**config.mk**
```make
export PLATFORM = sky130hd
export DESIGN_NAME = cnn_stream_loader_flat
export DESIGN_NICKNAME = d
export VERILOG_FILES = /design/src/rtl/cnn_stream_loader_pkg.sv /design/src/rtl/cnn_stream_loader_if.sv /design/src/rtl/cnn_row_reg.sv /design/src/rtl/cnn_stream_loader.sv /design/src/flat_wrapper.sv
export SDC_FILE = /design/constraint.sdc
export NUM_CORES = 1
export LEC_CHECK = 0
export BUFFER_PORTS_ARGS = -buffer_cell sky130_fd_sc_hd__buf_2
export CAP_MARGIN = 20
export CORE_ASPECT_RATIO = 0.7
export CORE_MARGIN = 5
export CORE_UTILIZATION = 35
export CTS_CLUSTER_DIAMETER = 120
export DETAILED_ROUTE_END_ITERATION = 12
export GPL_ROUTABILITY_DRIVEN = 0
export GPL_TIMING_DRIVEN = 0
export HOLD_SLACK_MARGIN = 0.02
export PLACE_DENSITY = 0.63
export SYNTH_ARGS = -nofsm -noshare
export SYNTH_HDL_FRONTEND = slang
export SYNTH_HIERARCHICAL = 1
export SYNTH_SLANG_ARGS = --single-unit
```
**constraint.sdc**
```tcl
create_clock -name clk -period 5.6 [get_ports clk]
set_input_delay 0.28 -clock clk [delete_from_list [all_inputs] [get_ports clk]]
set_output_delay 0.28 -clock clk [all_outputs]
set_load 0.005 [all_outputs]
```
**src/rtl/cnn_stream_loader_pkg.sv**
```systemverilog
// Shared sizing, mode encodings and loader state type for the CNN front-end loader.
package cnn_pkg;
  localparam int DW       = 8;
  localparam int ROW_W    = 11;
  localparam int ROWS     = 11;
  localparam int N_CONV_W = 27;
  localparam int N_FC_W   = 27;

  localparam int N_W    = N_CONV_W + N_FC_W;
  localparam int WCNT_W = $clog2(N_W + 1);
  localparam int PCNT_W = $clog2(ROW_W);
  localparam int RCNT_W = $clog2(ROWS);
  localparam int CIDX_W = $clog2(N_CONV_W);
  localparam int FIDX_W = $clog2(N_FC_W);

  localparam logic MODE_WEIGHT = 1'b0;
  localparam logic MODE_DATA   = 1'b1;

  typedef enum logic [1:0] {
    W_LOAD = 2'd0,
    DATA   = 2'd1,
    STALL  = 2'd2
  } loader_state_t;
endpackage

```
**src/rtl/cnn_stream_loader_if.sv**
```systemverilog
// Byte-stream input channel and row output channel of the CNN loader.
interface cnn_stream_loader_if;
  import cnn_pkg::*;

  logic                 in_valid;
  logic                 in_ready;
  logic                 in_mode;
  logic signed [DW-1:0] in_data;

  logic                  row_valid;
  logic                  row_ready;
  logic [ROW_W*DW-1:0]   row_data;
  logic                  row_first;
  logic                  row_last;

  modport master (
    output in_valid, in_mode, in_data, row_ready,
    input  in_ready, row_valid, row_data, row_first, row_last
  );

  modport slave (
    input  in_valid, in_mode, in_data, row_ready,
    output in_ready, row_valid, row_data, row_first, row_last
  );
endinterface

```
**src/rtl/cnn_row_reg.sv**
```systemverilog
// One-entry valid/ready output register carrying a row plus frame markers.
module cnn_row_reg #(
  parameter int W = 88
) (
  input  logic         clk,
  input  logic         rst,
  input  logic         load,
  input  logic         first_in,
  input  logic         last_in,
  input  logic [W-1:0] data_in,
  input  logic         ready,
  output logic         valid,
  output logic [W-1:0] data,
  output logic         first,
  output logic         last,
  output logic         pop
);
  assign pop = valid & ready;

  // A load on the same edge as a pop wins, so a back-to-back row has no bubble.
  always_ff @(posedge clk or negedge rst) begin
    if (!rst) begin
      valid <= 1'b0;
      data  <= '0;
      first <= 1'b0;
      last  <= 1'b0;
    end else if (load) begin
      valid <= 1'b1;
      data  <= data_in;
      first <= first_in;
      last  <= last_in;
    end else if (pop) begin
      valid <= 1'b0;
    end
  end
endmodule

```
**src/rtl/cnn_stream_loader.sv**
```systemverilog
// Weight/data byte-stream loader feeding rows of pixels to the convolution stage.
// state  | meaning
// W_LOAD | loading weights; next weight byte continues the current load
// DATA   | assembling a row; next weight byte restarts the load at index 0
// STALL  | assembled row waiting for the output register; input stalled
module cnn_stream_loader
  import cnn_pkg::*;
(
  input  logic                   clk,
  input  logic                   rst,
  cnn_stream_loader_if.slave     bus,
  output logic [N_CONV_W*DW-1:0] conv_w,
  output logic [N_FC_W*DW-1:0]   fc_w,
  output logic                   weights_loaded,
  output logic                   err_no_wts,
  output logic                   err_wt_ovf,
  output logic                   err_partial,
  input  logic                   err_clr
);
  loader_state_t state, state_nx;

  logic [WCNT_W-1:0] wcnt, widx, wnext;
  logic [PCNT_W-1:0] pcnt;
  logic [RCNT_W-1:0] rcnt;

  logic [ROW_W-1:0][DW-1:0]    asm_q, row_in;
  logic [N_CONV_W-1:0][DW-1:0] conv_q;
  logic [N_FC_W-1:0][DW-1:0]   fc_q;

  logic accept, w_byte, d_byte, reload;
  logic w_write, wt_ovf, no_wts, d_store, partial;
  logic row_done, xfer_now, stall_go, row_load, row_pop;
  logic first_in, last_in;

  assign bus.in_ready = (state != STALL);
  assign accept   = bus.in_valid & bus.in_ready;
  assign w_byte   = accept & (bus.in_mode == MODE_WEIGHT);
  assign d_byte   = accept & (bus.in_mode == MODE_DATA);

  // Any data byte since the last weight byte leaves the FSM outside W_LOAD.
  assign reload   = (state != W_LOAD);
  assign widx     = reload ? '0 : wcnt;
  assign wnext    = widx + WCNT_W'(1);
  assign w_write  = w_byte & (widx < WCNT_W'(N_W));
  assign wt_ovf   = w_byte & ~w_write;
  assign no_wts   = d_byte & ~weights_loaded;
  assign d_store  = d_byte & weights_loaded;
  assign partial  = w_byte & (pcnt != '0);

  assign row_done = d_store & (pcnt == PCNT_W'(ROW_W - 1));
  assign xfer_now = row_done & (~bus.row_valid | row_pop);
  assign stall_go = row_done & ~xfer_now;
  assign row_load = xfer_now | ((state == STALL) & row_pop);
  assign first_in = (rcnt == '0);
  assign last_in  = (rcnt == RCNT_W'(ROWS - 1));

  always_comb begin
    row_in = asm_q;
    if (row_done) row_in[ROW_W-1] = bus.in_data;
  end

  always_ff @(posedge clk or negedge rst) begin
    if (!rst) state <= W_LOAD;
    else      state <= state_nx;
  end

  always_comb begin
    state_nx = state;
    case (state)
      W_LOAD: if (d_byte) state_nx = stall_go ? STALL : DATA;
      DATA: begin
        if (stall_go)    state_nx = STALL;
        else if (w_byte) state_nx = W_LOAD;
      end
      STALL:  if (row_pop) state_nx = DATA;
      default: state_nx = W_LOAD;
    endcase
  end

  always_ff @(posedge clk or negedge rst) begin
    if (!rst) begin
      wcnt           <= '0;
      weights_loaded <= 1'b0;
      conv_q         <= '0;
      fc_q           <= '0;
    end else if (w_write) begin
      if (widx < WCNT_W'(N_CONV_W)) conv_q[CIDX_W'(widx)] <= bus.in_data;
      else fc_q[FIDX_W'(widx - WCNT_W'(N_CONV_W))] <= bus.in_data;
      wcnt           <= wnext;
      weights_loaded <= (wnext == WCNT_W'(N_W));
    end
  end

  always_ff @(posedge clk or negedge rst) begin
    if (!rst) begin
      pcnt  <= '0;
      rcnt  <= '0;
      asm_q <= '0;
    end else begin
      if (d_store) asm_q[pcnt] <= bus.in_data;
      if (partial || row_done) pcnt <= '0;
      else if (d_store)        pcnt <= pcnt + PCNT_W'(1);
      if (partial)       rcnt <= '0;
      else if (row_load) rcnt <= last_in ? '0 : rcnt + RCNT_W'(1);
    end
  end

  // A new error event on the clearing edge keeps its flag set.
  always_ff @(posedge clk or negedge rst) begin
    if (!rst) begin
      err_no_wts  <= 1'b0;
      err_wt_ovf  <= 1'b0;
      err_partial <= 1'b0;
    end else begin
      err_no_wts  <= (err_no_wts  & ~err_clr) | no_wts;
      err_wt_ovf  <= (err_wt_ovf  & ~err_clr) | wt_ovf;
      err_partial <= (err_partial & ~err_clr) | partial;
    end
  end

  assign conv_w = conv_q;
  assign fc_w   = fc_q;

  cnn_row_reg #(.W(ROW_W * DW)) u_row_reg (
    .clk      (clk),
    .rst      (rst),
    .load     (row_load),
    .first_in (first_in),
    .last_in  (last_in),
    .data_in  (row_in),
    .ready    (bus.row_ready),
    .valid    (bus.row_valid),
    .data     (bus.row_data),
    .first    (bus.row_first),
    .last     (bus.row_last),
    .pop      (row_pop)
  );
endmodule

```
**src/flat_wrapper.sv**
```systemverilog
// flat-port wrapper written by rule: the top's interface ports become plain ports
module cnn_stream_loader_flat import cnn_pkg::*;
  (clk, rst, conv_w, fc_w, weights_loaded, err_no_wts, err_wt_ovf, err_partial, err_clr, bus_in_valid, bus_in_mode, bus_in_data, bus_row_ready, bus_in_ready, bus_row_valid, bus_row_data, bus_row_first, bus_row_last);
  cnn_stream_loader_if bus_i ();
  input  logic clk;
  input  logic rst;
  output logic [N_CONV_W*DW-1:0] conv_w;
  output logic [N_FC_W*DW-1:0] fc_w;
  output logic weights_loaded;
  output logic err_no_wts;
  output logic err_wt_ovf;
  output logic err_partial;
  input  logic err_clr;
  input wire logic [$bits(bus_i.in_valid)-1:0] bus_in_valid;
  input wire logic [$bits(bus_i.in_mode)-1:0] bus_in_mode;
  input wire logic [$bits(bus_i.in_data)-1:0] bus_in_data;
  input wire logic [$bits(bus_i.row_ready)-1:0] bus_row_ready;
  output wire logic [$bits(bus_i.in_ready)-1:0] bus_in_ready;
  output wire logic [$bits(bus_i.row_valid)-1:0] bus_row_valid;
  output wire logic [$bits(bus_i.row_data)-1:0] bus_row_data;
  output wire logic [$bits(bus_i.row_first)-1:0] bus_row_first;
  output wire logic [$bits(bus_i.row_last)-1:0] bus_row_last;
  assign bus_i.in_valid = bus_in_valid;
  assign bus_i.in_mode = bus_in_mode;
  assign bus_i.in_data = bus_in_data;
  assign bus_i.row_ready = bus_row_ready;
  assign bus_in_ready = bus_i.in_ready;
  assign bus_row_valid = bus_i.row_valid;
  assign bus_row_data = bus_i.row_data;
  assign bus_row_first = bus_i.row_first;
  assign bus_row_last = bus_i.row_last;
  cnn_stream_loader u_core (.clk(clk), .rst(rst), .bus(bus_i), .conv_w(conv_w), .fc_w(fc_w), .weights_loaded(weights_loaded), .err_no_wts(err_no_wts), .err_wt_ovf(err_wt_ovf), .err_partial(err_partial), .err_clr(err_clr));
endmodule
```
==> summary.md, run 1 <==
| Metric | Value |
|---|---|
| Inserted Diodes | `0` |
| Die area | `77,200 sq um` |
| Total grt overflow | `0` |
| P per Cell Area | `330 nW/um^2` |
| Antenna violations before repair | `2` |
| Worst Setup End Kind | `flip-flop` |
| Register area | `15,800 sq um` |
| Worst hold slack | `0.143 ns` |
| Post_cts resized | `0` |
| Syn_nets | `1,566` |
| # DRC | `0` |
| Most frequent cell after synthesis | `dfrtp_1` |
| I/O Buffers | `533` |
| Least-Margin Pin Slew | `1.09 ns` |
| Initial Util | `35.2%` |
| Area grow syn2layout | `25.0%` |
| Detailed Route Iter0 Violations | `771` |
| CTS Buf Count | `61` |
| Seq/Total Area, Yosys | `63.0%` |
| Critical Path RT | `6.09 ns` |
| Final WL | `74,800 microns` |
| H-tree depth | `2` |
| Share of cells above drive strength 1 | `60.4%` |
| Max Clk Rate | `0.282 GHz` |
| Final Util | `43.9%` |
| Hold Fails Final Rpt | `0` |
| CP max FO | `10` |
| Ratio of final minimum period to clock period | `63.4%` |
| Largest cells by area after synthesis | `dfrtp_1 63%, mux2_2 23%, mux2_4 5.3%` |
| # rows | `82` |
| Drt first pass iters | `5` |
| Wirelength per Cell | `23.6 microns` |
| Final Max Tran Viols | `0` |
| Routed via count | `15,241` |
| Setup CP Type | `flip-flop to flip-flop` |
| Worst clock skew | `0.0197 ns` |
| Async SR Flop Fraction | `100%` |
| Core Footprint | `71,300 sq um` |
| Vias in the first global route | `16,338` |
| Max-cap viol count | `0` |
| Clk sinks | `631` |
| Cell taking the most area after synthesis | `dfrtp_1` |
| Post-synth EDFFs | `0` |
| Placed cells | `3,056` |
| Min-delay worst type | `input pin to flip-flop` |
| Arrival time worst endpoint | `4.04 ns` |
| I/O pins | `542` |
| Antenna Violating Nets Remaining | `0` |
| Clock latency at the later pin of the worst-skew pair | `0.62 ns` |
| Die width | `330 microns` |
| Top FF cell, synth | `dfrtp_1` |
| Fillers | `6,407` |
| First-pass GRT wire length | `110,000 microns` |
| Number of synthesized register bits | `631` |
| CTS tree | `yes` |
| Lkg Pwr | `16.9 nW` |
| Clk buf depth | `3` |
| Vias per cell | `4.81` |
| Die Y | `234 microns` |
| Pin count of the biggest net entering global routing | `127` |
| Syn Inst Count | `1,546` |
| Multi-input gate area | `8740 sq um` |
| Most frequent cells after synthesis | `631 x dfrtp_1, 518 x mux2_2, 89 x mux2_4` |
| Post-Synthesis Cell Area | `25,100 sq um` |
| Critical path startpoint category | `flip-flop` |
| Layout Cells excl Fill | `3,166` |
| Synth top area share | `63.0%` |
| Slew headroom | `27.1%` |
| Ys Warns | `6` |
| Peak VDD IR | `222 uV` |
| Clk root buf | `clkbuf_16` |
| Total GRT Usage | `18.9%` |
| Setup Viol. Count Final | `0` |
| Tmin final | `3.55 ns` |
| Final Total Pwr | `10.3 mW` |
| Nets | `2,178` |
| Setup TNS | `0 ns` |
| Synthesized area per cell | `16.2 sq um` |
| Unrepaired setup endpoints after global routing | `false` |
| Worst-path clk slew | `0.06 ns` |
| Status | `finished, final reports clean` |
| DP Wirelength | `55,100 microns` |
| Distinct cells, synth | `58` |
path summary, 6_finish.rpt:
kind,from,end,slack [ns],cells after the start
setup / recovery,u_core/state[1]$_DFFE_PN0P_,u_core/conv_w[46]$_DFFE_PN0P_,2.05,10
hold / removal,bus_in_valid,u_core/state[0]$_DFFE_PN0P_,0.14,4
setup reg to reg,u_core/state[1]$_DFFE_PN0P_,u_core/conv_w[46]$_DFFE_PN0P_,2.05,10
hold reg to reg,u_core/fc_w[133]$_DFFE_PN0P_,u_core/fc_w[133]$_DFFE_PN0P_,0.49,1
max in group asynchronous,rst,u_core/conv_w[151]$_DFFE_PN0P_,3.31,5
min in group asynchronous,rst,u_core/fc_w[9]$_DFFE_PN0P_,0.30,2
routing by layer:
| metal | vias up | track usage [%] | share of wire [%] |
|---|---|---|---|
| li1 | 6698 | - | - |
| met1 | 7990 | 26.1 | 45 |
| met4 | 0 | 4.31 | 2.1 |
| met3 | 106 | 4.77 | 6.9 |
| met5 | - | 0 | 0 |
| met2 | 447 | 30.4 | 46 |
power by group:
group | total [mW] | switching [mW] | internal, mW
registers | 5.00 | 0.157 | 4.84
logic | 1.04 | 0.587 | 0.458
clock network | 4.30 | 1.76 | 2.54
timing repair:
action,in CTS,in global routing
setup buffers,0,0
hold buffers,4,0
hold endpoints to repair,116,0
cell families after synthesis:
group / share of synthesized area (%)
and+or+nand+nor: 4.13
adders and majority gates: 0.299
AOI/OAI and AO/OA: 1.35
DFF: 63.0
xor gates and xnor gates: 0.140
muxes: 28.9
buffers and inverters: 2.15
critical path, cell delays in order, from the launching register on:
cell      delay [ns]
dfrtp_1         0.35
buf_2           0.17
nor2_1          0.23
buf_2           0.32
nand2_1         0.12
inv_1           0.08
ha_1            0.14
clkbuf_1        0.38
nand2_1         0.29
nor2_1          0.90
mux2_2          0.43
through the flow:
step	cell area (sq um)	worst slack, ns
4_1_cts	31300	2.00
6_report	31300	2.05
5_1_grt	31300	1.78
3_3_place_gp	28900	-8.44
2_1_floorplan	25100	3.02
3_5_place_dp	29200	2.02
cells in the final DEF, fill, tap and decap left out, drive strengths merged, types with 3 or more instances in the layout:
cell         synthesis  final
o21ai               10     10
nand4                4      4
nand3               20     20
buf                 28    572
a21o                 4      4
mux2i                5      5
inv                 11     14
nor3b                5      5
dfrtp              631    631
clkbuf              60    144
a21oi                6      6
nand3b               3      3
nor2                54     54
ha                   6      6
o211ai               3      3
nand2               31     31
clkinvlp             0      4
nand2b               3      3
mux2               610    610
clkinv               0      7
and3b                3      3
nor2b                6      6
dlygate4sd3          0      4
and2                 3      3
bufinv               0      7
nor3                12     12
area by class of cell:
type	count	share of cell area [%]
multi-input combinational	816	27.9
clock buffer	84	5.70
buffer	88	1.60
inverter	11	0.132
clock inverter	21	0.987
sequential	631	50.4
tap	966	3.86
timing repair buffer	549	9.42
sequential cells by signal (all words and copies together) (netlist names):
signal                  flops
u_core/err_no_wts           1
u_core/conv_w             216
u_core/err_wt_ovf           1
u_core/err_partial          1
u_core/u_row_reg/first      1
u_core/asm_q               88
u_core/rcnt                 4
u_core/fc_w               216
u_core/state                2
u_core/u_row_reg/last       1
u_core/u_row_reg/data      88
u_core/u_row_reg/valid      1
u_core/pcnt                 4
u_core/wcnt                 6
u_core/weights_loaded       1
No activity file was read; power rests on OpenSTA's default activity.
==> run 2, diff against run 1 <==
==> constraint.sdc (replaced) <==
create_clock -name clk -period 3.6 [get_ports clk]
set_input_delay 0.18 -clock clk [delete_from_list [all_inputs] [get_ports clk]]
set_output_delay 0.18 -clock clk [all_outputs]
set_load 0.005 [all_outputs]
==> run 2 against run 1 <==
Against the previous run: fmax is 8.4% higher; largest power group unchanged; sequential power is 56% higher; count of clock-buffer cells in the layout stayed put; flip-flop and latch count stayed put; die area stayed put; power is 56% higher; non-clock buffer count is 2 higher; cell area hardly changed; sequential share of layout area hardly changed; worst hold slack better by 0.017 ns; combinational power is 56% higher; critical path depth stayed put.
==> summary.md, run 2 (synthesis gave the netlist of run 1 again) <==
| Metric | Value |
|---|---|
| CP max FO | `10` |
| Pin count of the biggest net entering global routing | `127` |
| Final WL | `74,800 microns` |
| RR Startpoint | `u_core/state[1]$_DFFE_PN0P_` |
| Routed via count | `15,321` |
| Crit path largest cell delay | `0.59 ns` |
| Clk buf depth | `3` |
| Antenna violations before repair | `2` |
| R2R depth | `10` |
| Setup TNS | `0 ns` |
| Worst-path clk slew | `0.06 ns` |
| Critical Path RT | `4.09 ns` |
| Placed cells | `3,056` |
| Die width | `330 microns` |
| P per Cell Area | `513 nW/um^2` |
| CTS tree | `yes` |
| Lkg Pwr | `16.9 nW` |
| Max Clk Rate | `0.305 GHz` |
| Initial Util | `35.2%` |
| Vias in the first global route | `16,367` |
| Clock latency at the later pin of the worst-skew pair | `0.62 ns` |
| Hold endpoint | `u_core/conv_w[100]$_DFFE_PN0P_` |
| Setup CP Type | `flip-flop to flip-flop` |
| Detailed Route Iter0 Violations | `867` |
| Hold Fails Final Rpt | `0` |
| Inserted Diodes | `0` |
| Min-delay worst type | `input pin to flip-flop` |
| Die Y | `234 microns` |
| Total GRT Usage | `18.9%` |
| H-tree depth | `2` |
| Setup slack, reg-to-reg | `0.33 ns` |
| Share of cells above drive strength 1 | `60.4%` |
| Tmin final | `3.27 ns` |
| HP Start | `bus_in_data[4]` |
| First-pass GRT wire length | `110,000 microns` |
| Commonest non-fill, non-tap cell in the layout | `dfrtp_1` |
| Arrival time worst endpoint | `3.76 ns` |
| Final Total Pwr | `16.1 mW` |
| Critical path startpoint category | `flip-flop` |
| Unrepaired setup endpoints after global routing | `false` |
| Hold Path Depth | `2` |
| Postcts setup bufs | `0` |
| Vias per cell | `4.84` |
| # DRC | `0` |
| Die area | `77,200 sq um` |
| Status | `finished, final reports clean` |
| Worst clock skew | `0.0195 ns` |
| Peak VDD IR | `346 uV` |
| Antenna Violating Nets Remaining | `0` |
| CTS Buf Count | `61` |
| Total grt overflow | `0` |
| Clk root buf | `clkbuf_16` |
| DP Wirelength | `55,100 microns` |
| Nets | `2,180` |
| Slew headroom | `40.5%` |
| Multi-input gate area | `8740 sq um` |
| Final Max Tran Viols | `0` |
| Ratio of final minimum period to clock period | `91.0%` |
| Crit Reg-Reg Endpoint | `u_core/fc_w[213]$_DFFE_PN0P_` |
| Max-cap viol count | `0` |
| Setup Viol. Count Final | `0` |
| CP max stage cell | `nor2_4` |
| Clk sinks | `631` |
| Register area | `15,800 sq um` |
| Layout Cells excl Fill | `3,168` |
| Area grow syn2layout | `25.0%` |
| Worst path cell trace | `buf_2 -> nor2_1 -> buf_2 -> nand2_1 -> inv_1 -> ha_1 -> clkbuf_1 -> o211ai_4 -> nor2_4 -> mux2_2` |
| Final Util | `44.0%` |
| Worst Setup End Kind | `flip-flop` |
| Most frequent cells in the layout | `631 x dfrtp_1, 542 x buf_2, 518 x mux2_2` |
| I/O pins | `542` |
| I/O Buffers | `533` |
| Most used cell, CP | `buf_2` |
| Fillers | `6,406` |
| # rows | `82` |
| Drt first pass iters | `5` |
| Least-Margin Pin Slew | `0.888 ns` |
| Core Footprint | `71,300 sq um` |
| Wirelength per Cell | `23.6 microns` |
-- run 2: changes by cell type in the layout (fill, tap and decap cells not counted) --
cell	delta
nor2_2	+1
dlygate4sd3_1	+2
nor2_1	-1
-- run 2: worst max-delay path by stage --
stage,from,endpoint,slack [ns]
4_1_cts,u_core/state[1]$_DFFE_PN0P_,u_core/conv_w[50]$_DFFE_PN0P_,0.29
3_3_place_gp,rst,u_core/asm_q[34]$_DFFE_PN0P_,-10.34
3_5_place_dp,u_core/state[1]$_DFFE_PN0P_,u_core/conv_w[46]$_DFFE_PN0P_,0.02
5_1_grt,u_core/state[1]$_DFFE_PN0P_,u_core/conv_w[40]$_DFFE_PN0P_,0.07
6_report,u_core/state[1]$_DFFE_PN0P_,u_core/fc_w[213]$_DFFE_PN0P_,0.33
2_1_floorplan,u_core/state[1]$_DFFE_PN0P_,u_core/conv_w[40]$_DFFE_PN0P_,1.02
-- run 2: metal layers --
layer | vias to the layer above | track usage [%] | wire length (microns)
met1 | 8046 | 26.1 | 33400
met5 | - | 0 | 0
met3 | 115 | 4.77 | 5100
li1 | 6704 | - | -
met4 | 0 | 4.39 | 1660
met2 | 456 | 30.4 | 34700
-- run 2: repair_timing --
item | CTS | global route
hold buffers | 6 | 0
resized for setup | 1 | 0
endpoints found under the hold margin | 118 | 0
endpoints found under the setup margin | 1 | 0
-- run 2: area by class of cell --
cell class / instances / area share [%]
timing repair buffer: 551 / 9.48
multi-input combinational: 816 / 27.9
tap: 966 / 3.86
clock inverter: 21 / 0.986
sequential: 631 / 50.4
inverter: 11 / 0.132
clock buffer: 84 / 5.70
buffer: 88 / 1.60
-- run 2: report_power, final --
| part | switching (mW) | internal (mW) | total, mW |
|---|---|---|---|
| clock | 2.75 | 3.95 | 6.69 |
| sequential | 0.244 | 7.53 | 7.78 |
| combinational | 0.911 | 0.713 | 1.62 |
-- run 2: worst max-delay path, delay by kind of cell, from the launching register on --
family	cells	cell delay [ns]
buf+inv	4	0.95
simple gates	3	0.94
mux	1	0.40
flops	1	0.35
compound gates	1	0.33
fa+ha+maj	1	0.14
-- run 2: metrics by stage --
step / setup slack (ns) / instance area (sq um) / hold slack [ns]
4_1_cts: 0.295 / 31300 / 0.160
5_1_grt: 0.0747 / 31300 / 0.145
3_5_place_dp: 0.0220 / 29200 / 0.312
2_1_floorplan: 1.02 / 25100 / -0.116
3_3_place_gp: -10.34 / 28900 / 0.397
6_report: 0.326 / 31300 / 0.160
